$ cat config.mk
export PLATFORM = sky130hd
export DESIGN_NAME = ex_muldiv_unit
export DESIGN_NICKNAME = d
export VERILOG_FILES = /design/src/rtl/ex_muldiv_unit.sv
export SDC_FILE = /design/constraint.sdc
export NUM_CORES = 1
export LEC_CHECK = 0
export CAP_MARGIN = 0
export CELL_PAD_IN_SITES_DETAIL_PLACEMENT = 1
export CELL_PAD_IN_SITES_GLOBAL_PLACEMENT = 1
export CORE_MARGIN = 4
export CORE_UTILIZATION = 49
export DETAILED_ROUTE_END_ITERATION = 7
export MAX_ROUTING_LAYER = met4
export PLACE_DENSITY = 0.85
export SYNTH_ARGS = -nofsm -noshare
export SYNTH_HDL_FRONTEND = slang
export SYNTH_SLANG_ARGS = --single-unit
$ cat constraint.sdc
create_clock -name clk -period 10.4 [get_ports clk]
set_input_delay 1.56 -clock clk [delete_from_list [all_inputs] [get_ports clk]]
set_output_delay 1.56 -clock clk [all_outputs]
set_load 0.01 [all_outputs]
$ cat src/rtl/ex_muldiv_unit.sv
// Iterative radix-2 multiply/divide unit for the EX stage; owns the HI/LO registers.
// One shift-add (multiply) or restoring (divide) step per cycle, WIDTH steps per operation.
module ex_muldiv_unit #(
  parameter int WIDTH = 32,
  parameter int CNT_W = 6
) (
  input  logic             clk,
  input  logic             reset,
  input  logic             start,
  input  logic [1:0]       op,
  input  logic [WIDTH-1:0] srca,
  input  logic [WIDTH-1:0] srcb,
  input  logic             hi_we,
  input  logic             lo_we,
  input  logic             flush,
  output logic             busy,
  output logic             done,
  output logic [WIDTH-1:0] hi,
  output logic [WIDTH-1:0] lo
);

  localparam logic [CNT_W-1:0] LAST_CNT = CNT_W'(WIDTH - 1);

  typedef enum logic [1:0] {
    ST_IDLE = 2'd0,
    ST_RUN  = 2'd1,
    ST_DONE = 2'd2
  } state_t;

  state_t               r_state;
  state_t               w_state_nxt;
  logic [CNT_W-1:0]     r_count;
  logic                 r_is_div;
  logic                 r_sa;
  logic                 r_sb;
  logic                 r_dz;
  logic [WIDTH-1:0]     r_opa_raw;
  logic [WIDTH-1:0]     r_opnd;
  logic [2*WIDTH-1:0]   r_acc;
  logic                 r_busy;
  logic                 r_done;
  logic [WIDTH-1:0]     r_hi;
  logic [WIDTH-1:0]     r_lo;

  logic                 w_sa;
  logic                 w_sb;
  logic [WIDTH-1:0]     w_mag_a;
  logic [WIDTH-1:0]     w_mag_b;
  logic                 w_last;
  logic [WIDTH:0]       w_mul_sum;
  logic [2*WIDTH-1:0]   w_mul_acc;
  logic [WIDTH:0]       w_div_shift;
  logic [WIDTH-1:0]     w_div_diff;
  logic                 w_div_ok;
  logic [2*WIDTH-1:0]   w_div_acc;
  logic [2*WIDTH-1:0]   w_acc_nxt;
  logic [WIDTH-1:0]     w_res_hi;
  logic [WIDTH-1:0]     w_res_lo;

  assign busy   = r_busy;
  assign done   = r_done;
  assign hi     = r_hi;
  assign lo     = r_lo;
  assign w_last = (r_count == LAST_CNT);

  // Operand magnitudes and sign flags; op[0] selects the signed variants.
  always_comb begin
    w_sa    = op[0] & srca[WIDTH-1];
    w_sb    = op[0] & srcb[WIDTH-1];
    w_mag_a = srca;
    w_mag_b = srcb;
    if (w_sa) begin
      w_mag_a = -srca;
    end else begin
      w_mag_a = srca;
    end
    if (w_sb) begin
      w_mag_b = -srcb;
    end else begin
      w_mag_b = srcb;
    end
  end

  // One iteration of either algorithm; r_acc holds {product} or {remainder, quotient}.
  always_comb begin
    w_mul_sum   = {1'b0, r_acc[2*WIDTH-1:WIDTH]} +
                  (r_acc[0] ? {1'b0, r_opnd} : {(WIDTH+1){1'b0}});
    w_mul_acc   = {w_mul_sum, r_acc[WIDTH-1:1]};
    w_div_shift = r_acc[2*WIDTH-1:WIDTH-1];
    w_div_ok    = (w_div_shift >= {1'b0, r_opnd});
    w_div_diff  = w_div_shift[WIDTH-1:0] - r_opnd;
    w_div_acc   = {w_div_shift[WIDTH-1:0], r_acc[WIDTH-2:0], 1'b0};
    if (w_div_ok) begin
      w_div_acc = {w_div_diff, r_acc[WIDTH-2:0], 1'b1};
    end else begin
      w_div_acc = {w_div_shift[WIDTH-1:0], r_acc[WIDTH-2:0], 1'b0};
    end
    if (r_is_div) begin
      w_acc_nxt = w_div_acc;
    end else begin
      w_acc_nxt = w_mul_acc;
    end
  end

  // Sign-corrected result from the final step; divide-by-zero returns the raw dividend in HI.
  always_comb begin
    w_res_hi = {WIDTH{1'b0}};
    w_res_lo = {WIDTH{1'b0}};
    if (r_is_div) begin
      if (r_dz) begin
        w_res_lo = {WIDTH{1'b1}};
        w_res_hi = r_opa_raw;
      end else begin
        w_res_lo = (r_sa ^ r_sb) ? -w_div_acc[WIDTH-1:0] : w_div_acc[WIDTH-1:0];
        w_res_hi = r_sa ? -w_div_acc[2*WIDTH-1:WIDTH] : w_div_acc[2*WIDTH-1:WIDTH];
      end
    end else begin
      if (r_sa ^ r_sb) begin
        {w_res_hi, w_res_lo} = -w_mul_acc;
      end else begin
        {w_res_hi, w_res_lo} = w_mul_acc;
      end
    end
  end

  // Next-state logic.
  always_comb begin
    w_state_nxt = r_state;
    case (r_state)
      ST_IDLE: begin
        if (start) begin
          w_state_nxt = ST_RUN;
        end else begin
          w_state_nxt = ST_IDLE;
        end
      end
      ST_RUN: begin
        if (flush) begin
          w_state_nxt = ST_IDLE;
        end else if (w_last) begin
          w_state_nxt = ST_DONE;
        end else begin
          w_state_nxt = ST_RUN;
        end
      end
      ST_DONE: w_state_nxt = ST_IDLE;
      default: w_state_nxt = ST_IDLE;
    endcase
  end

  // State register.
  always_ff @(posedge clk or posedge reset) begin
    if (reset) begin
      r_state <= ST_IDLE;
    end else begin
      r_state <= w_state_nxt;
    end
  end

  // Datapath, HI/LO and registered status outputs.
  always_ff @(posedge clk or posedge reset) begin
    if (reset) begin
      r_count   <= {CNT_W{1'b0}};
      r_is_div  <= 1'b0;
      r_sa      <= 1'b0;
      r_sb      <= 1'b0;
      r_dz      <= 1'b0;
      r_opa_raw <= {WIDTH{1'b0}};
      r_opnd    <= {WIDTH{1'b0}};
      r_acc     <= {(2*WIDTH){1'b0}};
      r_busy    <= 1'b0;
      r_done    <= 1'b0;
      r_hi      <= {WIDTH{1'b0}};
      r_lo      <= {WIDTH{1'b0}};
    end else begin
      r_busy <= (w_state_nxt == ST_RUN);
      r_done <= (w_state_nxt == ST_DONE);
      case (r_state)
        ST_IDLE: begin
          if (start) begin
            r_count   <= {CNT_W{1'b0}};
            r_is_div  <= op[1];
            r_sa      <= w_sa;
            r_sb      <= w_sb;
            r_dz      <= op[1] & (srcb == {WIDTH{1'b0}});
            r_opa_raw <= srca;
            r_opnd    <= op[1] ? w_mag_b : w_mag_a;
            r_acc     <= {{WIDTH{1'b0}}, (op[1] ? w_mag_a : w_mag_b)};
          end
        end
        ST_RUN: begin
          if (!flush) begin
            r_acc   <= w_acc_nxt;
            r_count <= r_count + 1'b1;
            if (w_last) begin
              r_hi <= w_res_hi;
              r_lo <= w_res_lo;
            end
          end
        end
        default: begin
        end
      endcase
      // MTHI/MTLO are the younger instruction, so outside RUN they win over any result.
      if (r_state != ST_RUN) begin
        if (hi_we) begin
          r_hi <= srca;
        end
        if (lo_we) begin
          r_lo <= srca;
        end
      end
    end
  end

endmodule

==> impl_metrics.toml, run 1 <==
[status]
outcome = "finished, final reports clean"

[global_route]
grt_antenna_before_repair = 4
grt_pass1_vias = 22300
grt_max_degree = 99
grt_pass1_wl_um = 138000
grt_overflow = 0
grt_use_total_pct = 41.7

[floorplan]
die_area_mm2 = 0.0437
fp-row-count = 73
chipHeight_um = 209
io_pins = 138
die_x_um = 209
initial_core_util_pct = 49.7
core_area_mm2 = 0.0398

[clocking]
path_clk_slew_ns = 0.06
cts.sinks = 206
cts_root_buf = "clkbuf_16"
post_cts_buffers = 0
clk_path_buf_depth = 3
numCtsBuffers = 26
cts_resized = 0
cts_tree = "done"
insertion_delay_ns = 0.57
htree_levels = 1
hold_buffers = 0

[yosys]
ys.warnings.count = 0
ys_seq_elements = 206
synth_area_mm2 = 0.0198
syn_inst = 2686
postSynthAreaPerCell_um2 = 7.37
seq_area_frac_synth_pct = 26.0
synth-compound-area-share_pct = 26.1
synth_edf_count = 0
synth_adder_area_share_pct = 4.63
synthFlopType = "dfrtp_1"
synth-xor-area-share_pct = 8.76
postSynth.asyncResetShare_pct = 100
synth_top_family_by_area = "compound AO/OA/AOI/OAI gates"
post_synth_mux_area_share_pct = 4.54
synth.distinct_cells = 89
yosys.area_share.simple_pct = 24.5
synth_nets = 2830

[worst_setup_path]
crit_arrival_ns = 6.44
required_ns = 10.83
startpoint_type = "flip-flop"
crit_type = "flip-flop to flip-flop"
end_kind = "flip-flop"
cp_max_fo = 6

[routing]
drc = 0
vias = 22300
ant_nets = 0
drt_first_pass_iters = 6
vias_per_cell = 6.91
route.final.wire_length_um = 92400
routedWlPerCell_um = 28.6
drt_iter0_drc = 2600

[min_path]
hp-class = "flip-flop to flip-flop"

[place]
io_buffers = 137
post-place-ws_ns = 4.69
dp_cells = 3183
place_congestion = 1.03
dpl.hpwl_um = 70100

[timing]
tightest_slew_ns = 1.13
hold_ws_ns = 0.482
period_share_pct = 57.8
final-hold-violation-count = 0
rsz0062_at_grt = "false"
fmax_mhz = 166
tns_ns = 0
setup_ws_ns = 4.38
fin_skew_ns = 0.0146
fin_crit_ns = 6.02
maxSlewViolCount = 0
max-slew-margin-rel_pct = 24.6
setup_viol = 0

[final_layout]
layout.nets = 2830
final_cell_count_no_fill = 3233
layout-drive-gt1-share_pct = 5.55
area_growth_pct = 13.2

[power]
p_leak_nw = 9.27
vdd_drop_max_uv = 150
power_density_mw_per_mm2 = 316

[job]
max_cap_viol_count = 0
[flip-flops by register name, indices dropped and copies added (netlist names)]
signal	cells
busy	1
done	1
hi	32
lo	32
r_acc	64
r_count	6
r_dz	1
r_is_div	1
r_opa_raw	32
r_opnd	32
r_sa	1
r_sb	1
r_state	2
[Yosys cell counts, drive strengths merged, types with 32 or more instances]
master  number  area, um2
nand3       52        265
inv         74        278
nor3        59        300
xor2        90        788
clkbuf     172        647
a211oi      34        255
or3         35        229
ha          70        876
a21oi      237       1190
xnor2      108        946
nand2      374       1400
dfrtp      206       5150
a31oi       71        444
mux2i       83        831
nor4        37        262
nor2       312       1170
o211ai      32        240
o21ai      180        901
o31ai       32        240
[worst paths after layout]
check / start / to / slack [ns] / depth (start not counted)
max in group asynchronous: reset / r_opnd[3] / 7.17 / 3
max reg2reg: r_acc[35] / hi[30] / 4.38 / 17
min reg2reg: r_opa_raw[23] / r_opa_raw[23] / 0.48 / 2
min in group asynchronous: reset / r_acc[8] / 1.59 / 2
min: r_opa_raw[23] / r_opa_raw[23] / 0.48 / 2
max: r_acc[35] / hi[30] / 4.38 / 17
[final cells by class]
| type | instances | area, um2 |
|---|---|---|
| fill | 5006 | 17400 |
| tap | 525 | 657 |
| clock inverter | 13 | 275 |
| timing repair buffer | 175 | 1650 |
| sequential | 206 | 5160 |
| clock buffer | 34 | 762 |
| antenna | 3 | 7.51 |
| inverter | 75 | 289 |
| multi-input combinational | 2202 | 13600 |
[through the flow]
| stage | utilization, % | power, mW | cell area, um2 |
|---|---|---|---|
| 2_1_floorplan | - | 4.23 | 19800 |
| 3_3_place_gp | 53.7 | 5.68 | 21400 |
| 3_5_place_dp | 53.7 | 5.80 | 21400 |
| 4_1_cts | 56.3 | 6.94 | 22400 |
| 5_1_grt | 56.3 | 7.43 | 22400 |
| 6_report | 56.3 | 7.09 | 22400 |
[report_power, final]
part           total, mW  internal (mW)  switching [mW]
Sequential          1.34           1.01           0.329
Combinational       4.63           1.57            3.07
Clock               1.11          0.712           0.402
Total               7.09           3.29            3.80
[per-layer routing]
| metal | global-route usage (%) | routed length, um | vias up |
|---|---|---|---|
| met1 | 49.3 | 35000 | 11100 |
| met5 | - | 0 | - |
| met4 | 27.3 | 7860 | 0 |
| li1 | - | - | 9727 |
| met2 | 66.5 | 42900 | 1115 |
| met3 | 6.01 | 6670 | 367 |
[cell usage in the layout, fill, tap and decap left out, types with 15 or more instances in the layout]
| master | count |
|---|---|
| and2_1 | 16 |
| or3_1 | 33 |
| o221ai_1 | 31 |
| inv_1 | 70 |
| nor3_1 | 58 |
| nand3_1 | 51 |
| dfrtp_1 | 205 |
| clkbuf_16 | 27 |
| a211oi_1 | 34 |
| or4_1 | 15 |
| a22o_1 | 18 |
| o31ai_1 | 32 |
| xor2_1 | 89 |
| mux2i_1 | 83 |
| a21oi_1 | 237 |
| nor2_1 | 310 |
| and3_1 | 16 |
| a31oi_1 | 71 |
| a21o_1 | 22 |
| nand4_1 | 31 |
| ha_1 | 70 |
| o21ai_0 | 177 |
| nand2_1 | 370 |
| nor4_1 | 35 |
| xnor2_1 | 107 |
| clkdlybuf4s50_1 | 136 |
| buf_4 | 38 |
| o21a_1 | 15 |
| o211ai_1 | 32 |
[critical path: stages (launching register included)]
cell and delay (ns):
dfrtp_1 0.46, ha_1 0.44, nand3_1 0.26, o21bai_1 0.34, a2111oi_4 0.57, o21ai_1 0.25
nand3_2 0.28, mux2i_1 0.35, ha_1 0.26, nand2_1 0.07, a2111o_1 0.44, nor2_1 0.22
nand2_1 0.12, o31ai_1 0.65, or4b_2 0.70, nor3b_1 0.17, a211oi_1 0.20, a21oi_1 0.09
[kinds of logic after synthesis]
kind of cell	Yosys count
simple gates	1038
mux	89
buf+inv	278
flops	206
compound gates	805
xor+xnor	198
fa+ha+maj	72
Power figures use the tool's default switching activity.
==> run 2: changes to the inputs <==
--- a/config.mk
+++ b/config.mk
@@ -9,10 +9,10 @@
 export CELL_PAD_IN_SITES_DETAIL_PLACEMENT = 1
 export CELL_PAD_IN_SITES_GLOBAL_PLACEMENT = 1
 export CORE_MARGIN = 4
-export CORE_UTILIZATION = 49
+export CORE_UTILIZATION = 41
 export DETAILED_ROUTE_END_ITERATION = 7
 export MAX_ROUTING_LAYER = met4
-export PLACE_DENSITY = 0.85
+export PLACE_DENSITY = 0.75
 export SYNTH_ARGS = -nofsm -noshare
 export SYNTH_HDL_FRONTEND = slang
 export SYNTH_SLANG_ARGS = --single-unit
==> constraint.sdc (replaced) <==
create_clock -name clk -period 5.5 [get_ports clk]
set_input_delay 0.825 -clock clk [delete_from_list [all_inputs] [get_ports clk]]
set_output_delay 0.825 -clock clk [all_outputs]
set_load 0.01 [all_outputs]
==> run 2 against run 1 <==
  * Non-clock buffer count up 76
  * Final area up 2.8%
  * Sequential power up 83%
  * Cell count up 5.2%
  * Critical endpoint unchanged
  * Critical path depth unchanged
  * Critical path type unchanged
  * Global-route usage down 4.8 points
  * Hold slack worse by 0.0082 ns
==> impl_metrics.toml, run 2 (synthesis results as in run 1) <==
[power]
vdd_drop_max_uv = 330
power_density_mw_per_mm2 = 594
power.switching_mw = 7.48
switching_share_pct = 54.5
pwr-share-clk_pct = 13.5
power_frac_comb_pct = 68.6
p_int_mw = 6.23
p_leak_nw = 9.57
seq_power_share_pct = 17.9

[clocking]
cts_tree = "done"
numCtsBuffers = 28
hold_buffers = 0
cts_root_buf = "clkbuf_16"
htree_levels = 1
insertion_delay_ns = 0.58
path_clk_slew_ns = 0.06
cts.sinks = 206
clk_path_buf_depth = 3

[floorplan]
die_area_mm2 = 0.0519
io_pins = 138
die_x_um = 228
core_area_mm2 = 0.0477
initial_core_util_pct = 41.5
chipHeight_um = 228
fp-row-count = 80

[final_layout]
largest_register_ffs = 64
layout_commonest_cell = "nand2_1"
multi_input_area_mm2 = 0.0137
fin_area_mm2 = 0.0231
post-route-util_pct = 48.3
area_growth_pct = 16.4
top_register = "r_acc"
final_cell_count_no_fill = 3402
final_cell_mix = "nand2_1 (370), nor2_1 (310), a21oi_1 (236)"
layout-drive-gt1-share_pct = 8.55
fillers = 5964
regArea_mm2 = 0.00516
layout.nets = 2908

[place]
place_congestion = 1.03
place_area_mm2 = 0.0221
dpl.hpwl_um = 75300
io_buffers = 137
dp_cells = 3347

[timing]
fmax_mhz = 187
setup_viol = 0
tightest_slew_ns = 1.12
fin_crit_ns = 5.34
hold_ws_ns = 0.473
max-slew-margin-rel_pct = 25.2
maxSlewViolCount = 0
fin_skew_ns = 0.0111
rsz0062_at_grt = "false"
final-hold-violation-count = 0
period_share_pct = 97.1

[global_route]
grt_pass1_wl_um = 144000
grt_pass1_vias = 22600
grt_use_total_pct = 36.9
grt_overflow = 0
grt_antenna_before_repair = 7
grt_max_degree = 109

[worst_setup_path]
cp_max_fo = 6
crit_arrival_ns = 5.79
cpPeakStageDelay_ns = 0.64
slowest_stage = "or4b_2"
crit_chain = "ha_2 > nand3_1 > o21bai_4 > a2111oi_4 > o21ai_2 > nand3_2 > mux2i_2 > ha_1 > nand2_1 > or3_1 > or4_1 > o31ai_4 > buf_4 > or4b_2 > nor3b_1 > a211oi_1 > a21oi_1"
crit_type = "flip-flop to flip-flop"
startpoint_type = "flip-flop"
required_ns = 5.95
end_kind = "flip-flop"

[routing]
ant_nets = 0
drt_first_pass_iters = 5
routedWlPerCell_um = 28.6
vias_per_cell = 6.57
vias = 22400
route.final.wire_length_um = 97400
drt_iter0_drc = 1979
drc = 0

[min_path]
hp-class = "flip-flop to flip-flop"

[job]
max_cap_viol_count = 0

[status]
outcome = "finished, final reports clean"
==> run 2: cell count changes in the layout (fill, tap and decap cells not counted), moves of 2 or more <==
cell,previous run,this run
clkbuf_16,27,29
nor4_2,0,2
clkbuf_1,1,5
nor4_1,35,33
bufinv_16,8,1
clkbuf_8,6,3
clkinv_2,2,5
ha_1,70,67
clkinvlp_4,1,6
buf_4,38,112
buf_12,0,2
ha_2,0,3
==> run 2: final cells by class <==
class	instances	share of cell area [%]
antenna	3	0.0326
clock buffer	37	3.41
clock inverter	13	0.483
inverter	75	1.25
multi-input combinational	2202	59.4
sequential	206	22.4
tap	615	3.34
timing repair buffer	251	9.75
==> run 2: metrics by stage <==
stage	setup WS, ns	total power [mW]	setup TNS (ns)
floorplan	0.125	8.01	0
global placement	0.139	11.3	0
detailed placement	-0.0630	11.5	-0.0630
CTS	0.0275	13.4	0
global route	0.0170	14.4	0
finish	0.159	13.7	0
==> run 2: path summary, 6_finish.rpt <==
| path | start | to | slack [ns] | cells after the start |
|---|---|---|---|---|
| setup / recovery | r_acc[35] | hi[30] | 0.16 | 17 |
| hold / removal | r_opa_raw[2] | r_opa_raw[2] | 0.47 | 2 |
| setup reg to reg | r_acc[35] | hi[30] | 0.16 | 17 |
| hold reg to reg | r_opa_raw[2] | r_opa_raw[2] | 0.47 | 2 |
| max in group asynchronous | reset | r_acc[61] | 3.34 | 3 |
| min in group asynchronous | reset | r_acc[44] | 0.85 | 2 |
==> run 2: power by group through the flow <==
stage | sequential, mW | combinational (mW) | clock, mW
after floorplan | 2.22 | 5.79 | 0
after detailed placement | 2.46 | 9.06 | 0
after global routing | 2.49 | 9.97 | 1.92
after CTS | 2.44 | 9.13 | 1.85
final | 2.45 | 9.40 | 1.85
after global placement | 2.43 | 8.90 | 0
==> run 2: worst max-delay path, delay by kind of cell, from the launching register on <==
kind / cells / cell delay [ns]
compound gates: 6 / 1.28
fa+ha+maj: 2 / 0.69
buf+inv: 1 / 0.17
flops: 1 / 0.45
mux: 1 / 0.30
simple gates: 7 / 2.30
==> run 2: metal layers <==
layer  track usage (%)  vias up  routed length [um]  part of all wire [%]
met4              22.6        0                7530                   7.7
met1              43.2    11200               37900                    39
met5                 -        -                   0                     0
met2              60.8      958               46200                    47
met3              4.34      338                5750                   5.9
li1                  -     9881                   -                     -
==> run 2: repair_timing <==
| item | CTS | global route |
|---|---|---|
| setup buffers | 0 | 2 |
| resized for setup | 1 | 15 |
| pin swaps | 0 | 2 |
| cloned | 0 | 0 |
| endpoints found under the hold margin | 0 | 0 |
| setup endpoints to repair | 2 | 11 |
